$ cat config.mk
export PLATFORM = sky130hd
export DESIGN_NAME = parking_occupancy
export DESIGN_NICKNAME = d
export VERILOG_FILES = /design/src/rtl/parking_occupancy.sv
export SDC_FILE = /design/constraint.sdc
export NUM_CORES = 1
export LEC_CHECK = 0
export ABC_AREA = 1
export CORE_AREA = 4 4 72 74
export CTS_CLUSTER_SIZE = 24
export DETAILED_ROUTE_END_ITERATION = 10
export DIE_AREA = 0 0 76 78
export MAX_ROUTING_LAYER = met4
export PLACE_DENSITY = 0.75
export SKIP_CTS_REPAIR_TIMING = 1
export SKIP_LAST_GASP = 1
export SYNTH_ARGS = -nofsm -noshare
export SYNTH_HDL_FRONTEND = slang
export SYNTH_SLANG_ARGS = --single-unit
$ cat constraint.sdc
create_clock -name clk -period 3.3 [get_ports clk]
set_input_delay 0.66 -clock clk [delete_from_list [all_inputs] [get_ports clk]]
set_output_delay 0.66 -clock clk [all_outputs]
set_load 0.01 [all_outputs]
$ cat src/rtl/parking_occupancy.sv
// Free-bay tracker: edge-detected entry/exit events drive a saturating count,
// a permit to the gate and a two-digit seven-segment display. Error flag: PARKING_OCC_ERR_EN.
module parking_occupancy #(
    parameter int CAPACITY = 8,
    parameter int CNT_W    = 7
) (
    input  logic             clk,
    input  logic             reset,
    input  logic             car_entered,
    input  logic             car_exited,
    input  logic             err_clr,
    output logic [CNT_W-1:0] free_slots,
    output logic             lot_full,
    output logic             lot_empty,
    output logic             entry_allow,
    output logic             err,
    output logic [6:0]       hex_1,
    output logic [6:0]       hex_2
);

    typedef enum logic {SHOW_CNT, SHOW_FULL} disp_e;

    localparam logic [CNT_W-1:0] CAP   = CNT_W'(CAPACITY);
    localparam logic [6:0]       BLANK = 7'b1111111;
    localparam logic [6:0]       SEG_F = 7'b0001110;
    localparam logic [6:0]       SEG_U = 7'b1000001;
    localparam logic [6:0]       SEG_E = 7'b0000110;

    function automatic logic [6:0] seg7(input logic [3:0] d);
        case (d)
            4'd0:    seg7 = 7'b1000000;
            4'd1:    seg7 = 7'b1111001;
            4'd2:    seg7 = 7'b0100100;
            4'd3:    seg7 = 7'b0110000;
            4'd4:    seg7 = 7'b0011001;
            4'd5:    seg7 = 7'b0010010;
            4'd6:    seg7 = 7'b0000010;
            4'd7:    seg7 = 7'b1111000;
            4'd8:    seg7 = 7'b0000000;
            4'd9:    seg7 = 7'b0010000;
            default: seg7 = BLANK;
        endcase
    endfunction

    localparam logic [6:0] RST_HEX1 = (CAPACITY >= 10) ? seg7(4'(CAPACITY / 10)) : BLANK;
    localparam logic [6:0] RST_HEX2 = seg7(4'(CAPACITY % 10));

    logic             car_entered_q, car_exited_q;
    logic [CNT_W-1:0] free_q, free_d;
    logic             full_q, full_d, empty_q, empty_d, allow_q, allow_d;
    disp_e            state_q, state_d;
    logic [6:0]       hex_1_q, hex_1_d, hex_2_q, hex_2_d;
    logic             in_ev, out_ev, ovf, unf, err_q;
    logic [3:0]       tens, ones;

    always_comb begin
        in_ev  = car_entered & ~car_entered_q;
        out_ev = car_exited & ~car_exited_q;
        free_d = free_q;
        ovf    = 1'b0;
        unf    = 1'b0;
        // Simultaneous entry and exit cancel, with no error even at the limits.
        if (in_ev && !out_ev) begin
            if (free_q != '0) free_d = free_q - 1'b1;
            else              ovf    = 1'b1;
        end else if (out_ev && !in_ev) begin
            if (free_q != CAP) free_d = free_q + 1'b1;
            else               unf    = 1'b1;
        end
        full_d  = (free_d == '0);
        empty_d = (free_d == CAP);
        allow_d = (free_d != '0);
        state_d = (free_d == '0) ? SHOW_FULL : SHOW_CNT;
    end

    // Display lags the count by one cycle: it is built from the registered state.
    always_comb begin
        tens = 4'(free_q / CNT_W'(10));
        ones = 4'(free_q % CNT_W'(10));
        if (state_q == SHOW_FULL) begin
            hex_1_d = SEG_F;
            hex_2_d = SEG_U;
        end else begin
            if (err_q)             hex_1_d = SEG_E;
            else if (tens == 4'd0) hex_1_d = BLANK;
            else                   hex_1_d = seg7(tens);
            hex_2_d = seg7(ones);
        end
    end

    always_ff @(posedge clk or negedge reset) begin
        if (!reset) begin
            car_entered_q <= 1'b0;
            car_exited_q  <= 1'b0;
            free_q        <= CAP;
            full_q        <= 1'b0;
            empty_q       <= 1'b1;
            allow_q       <= 1'b1;
            state_q       <= SHOW_CNT;
            hex_1_q       <= RST_HEX1;
            hex_2_q       <= RST_HEX2;
        end else begin
            car_entered_q <= car_entered;
            car_exited_q  <= car_exited;
            free_q        <= free_d;
            full_q        <= full_d;
            empty_q       <= empty_d;
            allow_q       <= allow_d;
            state_q       <= state_d;
            hex_1_q       <= hex_1_d;
            hex_2_q       <= hex_2_d;
        end
    end

`ifdef PARKING_OCC_ERR_EN
    logic err_d;

    always_comb begin
        err_d = err_q;
        if (err_clr)    err_d = 1'b0;
        if (ovf || unf) err_d = 1'b1;
    end

    always_ff @(posedge clk or negedge reset) begin
        if (!reset) err_q <= 1'b0;
        else        err_q <= err_d;
    end
`else
    logic unused_err_sig;

    assign err_q          = 1'b0;
    assign unused_err_sig = ^{err_clr, ovf, unf};
`endif

    assign free_slots  = free_q;
    assign lot_full    = full_q;
    assign lot_empty   = empty_q;
    assign entry_allow = allow_q;
    assign err         = err_q;
    assign hex_1       = hex_1_q;
    assign hex_2       = hex_2_q;

endmodule

==> reports/metrics.yaml <==
setup_path:
  end_kind: "flip-flop"
  reg2regPathDepth: 23
  arrival_ns: 3.15
  critPathMaxFanout: 11
  startpoint_type: "flip-flop"
  path_class: "reg2reg"
  worstPathRequired_ns: 3.46
logic_synthesis:
  avgSynthCellArea_um2: 8.043
  synth_fp_nets: 267
  synthCells: 245
  synth-seq-cells: 26
  ys_async_sr_fraction: 1.000
  yosysTopAreaCell: "dfrtp_1"
  syn_area_mm2: 0.001971
  yosysTopAreaCellShare: 0.2032
  synth_area_leaders: "dfrtp_1 20%, dfstp_2 13%, ha_1 11%"
  yosysWarnings: 0
  seq_area_frac_synth: 0.3365
  synth_cell_types: 34
  synth-main-ff-cell: "dfrtp_1"
  synth_edf_count: 0
global_routing:
  met1_usage: 0.1562
  grt_overflow: 0
  antenna_found_initial: 0
  grtUsageTotal: 0.1328
  grt_use_met2: 0.2269
  grt_start_max_net_pins: 27
  grtUsageMet3: 0.02784
  grt_pass1_wl_mm: 6.479
  grt_pass1_vias: 1539
  top_usage_layer: "met2"
clock_network:
  clk_latency_ns: 0.27
  clk_path_buf_depth: 2
  htree_levels: 1
  root_buffer: "clkbuf_8"
  clk_pin_slew_ns: 0.09
  tritoncts: "done"
  cts_made_buffers: 3
  cts.sinks: 26
timing:
  hold_violations: 0
  fin_crit_ns: 2.997
  max_freq_mhz: 333.7
  period_share: 0.9081
  setup_viol_count_final: 0
  drv_slew: 0
  clock_skew_ns: 0.007974
floorplanning:
  fp.dieArea_mm2: 0.005928
  start_util: 0.4286
  die_h_um: 78
  io_pins: 30
  rows: 25
  die_w_um: 76
  core_mm2: 0.004598
finish:
  layout_common_cells: "42 x nand2_1, 27 x inv_1, 27 x clkdlybuf4s50_1"
  final_nets: 301
  fin_util: 0.5219
  drive_above_1_share: 0.2446
  nFillCells: 443
  syn_to_final_growth_pct: 21.78
  final_common_cell: "nand2_1"
  diodes: 0
run_status:
  outcome: "completed"
worst_hold_path:
  hold_path.class: "reg2reg"
  whs_path_depth: 1
placed_design:
  dp_hpwl_mm: 2.928
  portBuffers: 27
  gp_congestion: 0.7963
routing:
  dr.first_iter.drc_count: 61
  route.detailed.drc: 0
  wl_mm: 3.728
  ant_nets: 0
  vias: 1617
  avgViaCountPerCell: 4.870
  dr.pass1.iters: 4
  wire_per_inst_um: 11.23
flow_run:
  drv_cap: 0
## logic make-up (layout without fill, tap and decap cells)
logic type,after synthesis,in the layout,share of synthesized area
AOI/OAI and AO/OA,32,32,0.1016
xor gates and xnor gates,6,6,0.02667
adders and majority gates,17,17,0.1079
buffers and inverters,42,75,0.08952
DFF,26,26,0.3365
other,1,1,0.001903
and+or+nand+nor,121,121,0.3359
## synth_stat cells (2+ instances only)
master	count
nand2_2	14
o21ai_0	8
a21oi_2	2
xor2_1	5
dfrtp_1	16
dfstp_2	10
nand3_4	2
o21ai_1	2
a21oi_1	12
inv_2	12
inv_1	27
ha_1	17
nand3_1	21
a31oi_1	3
nand2_1	42
nand3_2	6
nor3_1	4
nand2_4	4
nand4_1	4
nor2_1	18
nand3b_1	2
buf_6	2
## state kept, by name (all words and copies together) (netlist names)
name           count
entry_allow        1
free_slots         7
hex_1              7
lot_empty          1
car_exited_q       1
lot_full           1
hex_2              7
car_entered_q      1
## layer usage
layer  routed length, µm  part of all wire
met1                1629              0.44
met2                1896              0.51
met3                 178             0.048
met4                  23            0.0062
met5                   0                 0
## stage by stage
stage / area [µm²] / setup slack [ns] / setup TNS [ns] / hold WS (ns) / std cells
after floorplan: 1971 / 0.4125 / 0 / 0.3644 / 245
after global placement: 2316 / 0.2735 / 0 / 0.5682 / 328
after detailed placement: 2316 / 0.2130 / 0 / 0.5662 / 328
after CTS: 2371 / 0.1652 / 0 / 0.5942 / 332
after global routing: 2400 / -0.0009870 / -0.0009870 / 0.6462 / 332
final: 2400 / 0.3034 / 0 / 0.6021 / 332
## critical path, stage by stage (launching register included)
cell and delay, ns:
dfrtp_2 0.47, nand2_1 0.15, nand3_2 0.09, nand2_2 0.14, nand2_8 0.11, nand2_1 0.07
nand2_1 0.06, inv_1 0.08, nand2_2 0.08, nand2_4 0.10, nand2_2 0.07, nand2_1 0.07
inv_2 0.05, ha_1 0.17, inv_1 0.11, nand3_4 0.13, nand3_4 0.13, nand2_1 0.08
nand2_2 0.06, inv_1 0.08, ha_1 0.29, nand3_1 0.08, a21oi_1 0.15, nor2_1 0.06
## layout make-up
cell class | instances | area, µm² | share of cell area
multi-input combinational | 177 | 1152 | 0.4802
sequential | 26 | 665.6 | 0.2774
timing repair buffer | 32 | 307.8 | 0.1283
inverter | 39 | 151.4 | 0.06309
clock buffer | 4 | 55.05 | 0.02294
tap | 54 | 67.56 | 0.02815
## final timing paths
path	start	to	slack, ns
max in group asynchronous	reset	hex_1[5]	2.24
worst min-delay path	lot_full	hex_1[5]	0.60
worst max-delay path	free_slots[4]	hex_2[3]	0.30
min in group asynchronous	reset	free_slots[5]	0.76
worst max register to register	free_slots[4]	hex_2[3]	0.30
worst min register to register	lot_full	hex_1[5]	0.60
Power is left out: the tool's default activity adds up to more than one toggle a clock period on the data nets, which glitch-free logic cannot reach.
